File: src/rtl/speck_pkg.sv
`default_nettype none
// ---------------------------------------------------------------------------
// speck_pkg : shared constants, state encoding and rotate helpers, SPECK32/64
// Revision  : 1.0
// ---------------------------------------------------------------------------
package speck_pkg;

   localparam int WORD   = 16;
   localparam int ROUNDS = 22;
   localparam int ALPHA  = 7;
   localparam int BETA   = 2;
   localparam int IDX_W  = 5;

   typedef enum logic [1:0] {
      S_IDLE   = 2'd0,
      S_EXPAND = 2'd1,
      S_DONE   = 2'd2
   } state_t;

   function automatic logic [WORD-1:0] ror(input logic [WORD-1:0] x, input int unsigned amt);
      return (x >> amt) | (x << (WORD - amt));
   endfunction

   function automatic logic [WORD-1:0] rol(input logic [WORD-1:0] x, input int unsigned amt);
      return (x << amt) | (x >> (WORD - amt));
   endfunction

endpackage
`default_nettype wire

File: src/rtl/speck_ks_step.sv
`default_nettype none
// ---------------------------------------------------------------------------
// speck_ks_step : one combinational key-schedule round (l_new, k_next)
// Revision      : 1.0
// ---------------------------------------------------------------------------
module speck_ks_step #(
   parameter int ALPHA = speck_pkg::ALPHA,
   parameter int BETA  = speck_pkg::BETA
) (
   input  logic [speck_pkg::WORD-1:0]  k,
   input  logic [speck_pkg::WORD-1:0]  l0,
   input  logic [speck_pkg::IDX_W-1:0] i,
   output logic [speck_pkg::WORD-1:0]  l_new,
   output logic [speck_pkg::WORD-1:0]  k_next
);

   localparam int unsigned ALPHA_U = ALPHA;
   localparam int unsigned BETA_U  = BETA;

   // Round index is zero-extended before mixing into the word.
   always_comb begin
      l_new  = (k + speck_pkg::ror(l0, ALPHA_U)) ^ {{(speck_pkg::WORD-speck_pkg::IDX_W){1'b0}}, i};
      k_next = speck_pkg::rol(k, BETA_U) ^ l_new;
   end

endmodule
`default_nettype wire

File: src/rtl/speck_key_schedule.sv
`default_nettype none
// ---------------------------------------------------------------------------
// speck_key_schedule : streaming SPECK32/64 round-key expander with key buffer
// Revision           : 1.0
// ---------------------------------------------------------------------------
module speck_key_schedule #(
   parameter int ROUNDS = speck_pkg::ROUNDS,
   parameter int ALPHA  = speck_pkg::ALPHA,
   parameter int BETA   = speck_pkg::BETA
) (
   input  logic                          clk,
   input  logic                          rst,
   input  logic                          key_valid,
   output logic                          key_ready,
   input  logic [63:0]                   key,
   output logic                          rk_valid,
   input  logic                          rk_ready,
   output logic [speck_pkg::WORD-1:0]    rk_data,
   output logic [speck_pkg::IDX_W-1:0]   rk_index,
   output logic                          done,
   input  logic [speck_pkg::IDX_W-1:0]   rd_addr,
   output logic [speck_pkg::WORD-1:0]    rd_data
);

   localparam int WORD  = speck_pkg::WORD;
   localparam int IDX_W = speck_pkg::IDX_W;
   localparam logic [IDX_W-1:0] LAST_IDX = IDX_W'(ROUNDS - 1);

   speck_pkg::state_t state;
   logic [WORD-1:0]   k, l0, l1, l2;
   logic [IDX_W-1:0]  idx;
   logic [WORD-1:0]   l_new, k_next;
   logic              advance;
   logic [WORD-1:0]   buffer [ROUNDS];

   speck_ks_step #(
      .ALPHA (ALPHA),
      .BETA  (BETA)
   ) u_step (
      .k      (k),
      .l0     (l0),
      .i      (idx),
      .l_new  (l_new),
      .k_next (k_next)
   );

   assign rk_valid  = (state == speck_pkg::S_EXPAND);
   assign key_ready = (state != speck_pkg::S_EXPAND);
   assign rk_data   = k;
   assign rk_index  = idx;
   assign advance   = rk_valid && rk_ready;

   always_ff @(posedge clk) begin
      if (rst) begin
         state <= speck_pkg::S_IDLE;
         k     <= '0;
         l0    <= '0;
         l1    <= '0;
         l2    <= '0;
         idx   <= '0;
         done  <= 1'b0;
      end else begin
         case (state)
            speck_pkg::S_IDLE, speck_pkg::S_DONE: begin
               if (key_valid) begin
                  k     <= key[15:0];
                  l0    <= key[31:16];
                  l1    <= key[47:32];
                  l2    <= key[63:48];
                  idx   <= '0;
                  done  <= 1'b0;
                  state <= speck_pkg::S_EXPAND;
               end
            end
            speck_pkg::S_EXPAND: begin
               if (rk_ready) begin
                  k  <= k_next;
                  l0 <= l1;
                  l1 <= l2;
                  l2 <= l_new;
                  // idx stays on the last entry so rk_index is steady in DONE.
                  if (idx == LAST_IDX) begin
                     state <= speck_pkg::S_DONE;
                     done  <= 1'b1;
                  end else begin
                     idx <= idx + 1'b1;
                  end
               end
            end
            default: state <= speck_pkg::S_IDLE;
         endcase
      end
   end

   // Buffer is intentionally not reset; done qualifies its contents.
   always_ff @(posedge clk) begin
      if (!rst && advance) begin
         buffer[idx] <= k;
      end
   end

   always_ff @(posedge clk) begin
      if (rst) begin
         rd_data <= '0;
      end else if (rd_addr <= LAST_IDX) begin
         rd_data <= buffer[rd_addr];
      end else begin
         rd_data <= '0;
      end
   end

endmodule
`default_nettype wire

File: config.mk
export PLATFORM = sky130hd
export DESIGN_NAME = speck_key_schedule
export DESIGN_NICKNAME = d
export VERILOG_FILES = /design/src/rtl/speck_pkg.sv /design/src/rtl/speck_ks_step.sv /design/src/rtl/speck_key_schedule.sv
export SDC_FILE = /design/constraint.sdc
export NUM_CORES = 1
export LEC_CHECK = 0
export BUFFER_PORTS_ARGS = -buffer_cell sky130_fd_sc_hd__buf_2
export CORE_UTILIZATION = 44
export DETAILED_ROUTE_END_ITERATION = 6
export SYNTH_ARGS = -nofsm -noshare
export SYNTH_HDL_FRONTEND = slang
export SYNTH_SLANG_ARGS = --single-unit
File: constraint.sdc
create_clock -name clk -period 6.85 [get_ports clk]
set_input_delay 1.7125 -clock clk [delete_from_list [all_inputs] [get_ports clk]]
set_output_delay 1.7125 -clock clk [all_outputs]
set_load 0.01 [all_outputs]
# After elaboration in Yosys (flattened, before gate mapping)
# Memory sizes are Yosys's and may differ from the RTL's. A register that Yosys moved wholly into a read port is not among the register bits.
# Cells that the tools add are included.
dict set report classes {
  mux 26
  n_lt_le_gt_ge 1
  n_addsub 2
  eq_ne 8
  bitwise 5
  reduce_logical 11
}
# op count
set op_table {}
lappend op_table {{$mux 16} 8}
lappend op_table {{$pmux 16 s2} 4}
lappend op_table {{$add 16x16->16} 1}
lappend op_table {{$or 16x2->16} 1}
lappend op_table {{$or 9x16->16} 1}
lappend op_table {{$xor 16x16->16} 1}
lappend op_table {{$xor 16x5->16} 1}
lappend op_table {{$mux 5} 3}
lappend op_table {{$pmux 5 s2} 1}
lappend op_table {{$reduce_and 4->1} 2}
lappend op_table {{$mux 2} 3}
lappend op_table {{$ne 2x1->1 const B} 3}
lappend op_table {{$reduce_and 3->1} 2}
lappend op_table {{$add 5x1->5 const B} 1}
lappend op_table {{$eq 5x5->1 const B} 1}
lappend op_table {{$le 5x5->1 const B} 1}
lappend op_table {{$mux 1} 5}
lappend op_table {{$ne 2x2->1 const B} 2}
lappend op_table {{$pmux 2 s2} 1}
lappend op_table {{$reduce_or 2->1} 2}
lappend op_table {{$eq 2x1->1 const B} 1}
lappend op_table {{$eq 2x2->1 const B} 1}
lappend op_table {{$logic_and 1x1->1} 2}
lappend op_table {{$logic_not 2->1} 1}
lappend op_table {{4 further kinds} 4}
dict set report totals {
  wordCells 61
  in_bits 73
  mem_count 1
  ramBits 352
  regBits 72
  out_inout_bits 40
}
# memory depth word_bits rd rd_clocked_by_memory_dff write_ports line_no
set mem_list {}
lappend mem_list {buffer 22 16 1 1 1 speck_key_schedule.sv:34} ;# logic [WORD-1:0] buffer [ROUNDS];

# Logic depth before layout (Yosys ltp)
dict set report depth {
  depth_word 6
  mapped_depth 9
  depth_no_buf 9
}

# Modules after synthesis
# A second synthesis with hierarchy kept.
dict set report unflattened {
  cells_unflattened 1257
  hier_area_um2 18327.6
}
# module n_inst cells_each seq_area_each_um2 area_each_um2
set by_module_without_submodules {}
lappend by_module_without_submodules {speck_key_schedule 1 1128 12331.8 17355.4}
lappend by_module_without_submodules {speck_ks_step 1 129 0.0 972.2}

# Least setup slack after synthesis
# Ideal clock, no wire load.
dict set report synth_timing {
  kind {input to register}
  startpoint {input port rk_ready}
  endpoint {memory buffer[20][0], enable pin}
  setup_slack_ps 2504
  path_buffers 0
  cell_stages 4
  required_ps 6419
  arrival_ps 3915
  cell_sequence {nand2_1 > nor2_1 > nand2_1 > nor4bb_1}
}
dict set report synth_between {
  elab_chain_cells 4
}
# item line_no
set synth_lines {}
lappend synth_lines {{from (decl)} speck_key_schedule.sv:17} ;# input logic rk_ready,
lappend synth_lines {{$logic_and 1x1->1} speck_key_schedule.sv:51} ;# assign advance = rk_valid && rk_ready;
lappend synth_lines {{$logic_and 1x1->1} speck_key_schedule.sv:97} ;# if (!rst && advance) begin
lappend synth_lines {{$mux 1} speck_key_schedule.sv:97}
lappend synth_lines {{$mux 1 (not written as such)} speck_key_schedule.sv:98} ;# buffer[idx] <= k;
lappend synth_lines {{to (decl)} speck_key_schedule.sv:34}
# No other way between the ends.

# Final worst setup path
dict set report layout_timing {
  startpoint {input port rd_addr[1] (netlist bit)}
  endpoint {register rd_data[14] (netlist bit) (read register of buffer)}
}
dict set report layout_between {
  elab_chain_cells 3
}
# item line_no
set layout_lines {}
lappend layout_lines {{from (decl)} speck_key_schedule.sv:21} ;# input logic [speck_pkg::IDX_W-1:0] rd_addr,
lappend layout_lines {{$le 5x5->1} speck_key_schedule.sv:105} ;# end else if (rd_addr <= LAST_IDX) begin
lappend layout_lines {{$not 1->1 (no source line)} -}
lappend layout_lines {{$reduce_or 2->1 (no source line)} -}
lappend layout_lines {{to (decl)} speck_key_schedule.sv:22} ;# output logic [speck_pkg::WORD-1:0] rd_data
# Several ways; a longest one is shown, not always the timed one.
# A chain may end at the register's enable or synchronous reset.

==> out/results.ini <==
[status]
status=completed

[clocking]
cts.clk_slew.worst_paths_ns=0.06
cts_tree=yes
clockBufferDepth=3
cts.sinks=440
clk_latency_ns=0.59
ctsHoldBuffers=0
post_cts_buffers=0
htree_levels=2
cts_made_buffers=47
root_buffer=clkbuf_16
post_cts_resized=0

[setup_path]
endpoint_kind=register
cp.arrival_ns=4.84
start_kind=primary input
r2r_setup_slack_ns=3.25
path_max_fanout=32
worstSetupPathType=in -> reg
required_ns=7.36

[final_layout]
multiInputGateArea_um2=5500
drive_gt1_frac=0.201
regArea_um2=12300
nets=1458
fillers=3410
instances_no_fill=1936
synthToLayoutAreaGrowth_pct=14.9
diodes=0

[sta]
rsz0062_at_grt=false
setup_viol=0
min_period_ns=4.33
slew_headroom=0.128
skew_ns=0.0208
max_freq_mhz=231
finalCritPeriodShare=0.633
fin_hold_ws_ns=0.469
slew_viol_final=0
fin_tns_setup_ns=0
final_hold_viol_count=0
worst_slew_pin_slew_ns=1.30

[floorplanning]
die_y_um=205
start_util=0.446
die-area_um2=42200
io_pins=113
core-area_um2=40800
die_width_um=205
row_count=74

[routing]
vias_per_cell=5.64
route.met2.wl_um=21200
drt_iter0_markers=874
drcViolationCount=0
top_layer=met4
wl_um=44300
vias=10900
drtAntennaViolNets=0
wl_per_cell_um=22.9
m1WireLength_um=19800
wl_met3_um=2440
first_pass_iters=5

[grt]
antenna_found_initial=0
track_usage=0.217
grt_overflow=0
grt_pass1_vias=10700
grt_max_degree=70
grt_pass1_wl_um=66900

[synthesis]
synth_area_leader_cell=edfxtp_1
synth_area_um2=18200
async_flop_share=0
yosys.area.top_type_share=0.580
synthFlopType=edfxtp_1
synthTopCellsByCount=352 x edfxtp_1, 132 x nor2_1, 119 x nand2_1, 88 x dfxtp_1, 78 x mux2i_1
yosysMostFrequentCell=edfxtp_1
ys_seq_area_frac=0.677
ys_warn_count=0
synth_nets=1338
synthTopCellsByArea=edfxtp_1 58%, dfxtp_1 9.7%, mux4_2 6.1%
synth_edf_count=352
synth-seq-cells=440
synthCells=1245
syn_avg_cell_area_um2=14.6
synth_cell_types=63

[place]
place_inst=1848
portBuffers=112
dp_hpwl_um=27700
place.gp.congestion=0.885

[flow_run]
maxCapViolations=0

[hold_path]
hold_path.class=reg -> reg

[pwr]
power.density_nw_per_um2=291
power_leakage_uw=0.00754
peakVddDrop_v=0.000207

[routing by layer]
| layer | GRT usage | up-vias |
|---|---|---|
| met2 | 0.351 | 329 |
| met3 | 0.0369 | 54 |
| met5 | 0 | - |
| li1 | - | 5060 |
| met1 | 0.302 | 5484 |
| met4 | 0.0571 | 0 |
[power breakdown]
part / switching [uW] / internal, uW / leakage, uW
Combinational: 354 / 228 / 0.00286
Sequential: 56.0 / 2970 / 0.00394
Clock: 1030 / 1460 / 0.000736
Total: 1440 / 4660 / 0.00754
[layout by cell type (no fill, tap or decap), drive strengths merged, types with 17 or more instances in the layout]
cell type	Yosys	layout
edfxtp	352	352
buf	28	152
nor2	132	132
nand2	119	119
dfxtp	88	88
mux2i	78	78
clkbuf	53	72
a21oi	68	68
mux4	49	49
a311oi	34	34
o221ai	31	31
a211oi	31	31
o22ai	21	21
ha	19	19
xnor2	17	17
o21ai	17	17
[final timing paths]
| kind | end | start | cells past startpoint |
|---|---|---|---|
| setup reg to reg | buffer[0][9] | state[0] | 9 |
| setup / recovery | rd_data[14] | rd_addr[1] | 7 |
| hold reg to reg | l0[0] | l1[0] | 2 |
| hold / removal | l0[0] | l1[0] | 2 |
[registers in the layout (all words and copies together), names as in the netlist]
register  flops
l2           16
rk_data      16
done          1
buffer      352
rk_index      5
l0           16
l1           16
state         2
rd_data      16
[worst max-delay path, stage by stage]
cell and delay, ns:
buf_2 0.56, nand2_1 0.98, o221ai_1 0.69, o22ai_1 0.17, a211oi_1 0.48, a21oi_1 0.08
nor2_1 0.11
[area by class of cell]
type / count / share of cell area
Multi-Input combinational cell: 711 / 0.263
Clock buffer: 72 / 0.0635
Tap cell: 532 / 0.0318
Clock inverter: 16 / 0.00921
Sequential cell: 440 / 0.589
Inverter: 13 / 0.00233
Timing Repair Buffer: 152 / 0.0414
[logic make-up (layout without fill, tap and decap cells)]
logic type,count (synthesis),in the layout,synth area share
AND/OR/NAND/NOR,295,295,0.0672
adder cells (fa/ha/maj),20,20,0.0141
AO/OA/AOI/OAI,235,235,0.0920
buffers and inverters,94,253,0.0229
multiplexers,127,127,0.103
flip-flops,440,440,0.677
XOR/XNOR,34,34,0.0234
[metrics by stage]
step                setup slack (ns)   util  area [um^2]  power (uW)
floorplan                       2.50      -        18200        3460
global placement                2.07  0.475        19400        3660
detailed placement              2.00  0.475        19400        3670
CTS                             2.62  0.513        20900        6160
global route                    2.46  0.513        20900        6320
finish                          2.52  0.513        20900        6100
Power figures use the tool's default switching activity.
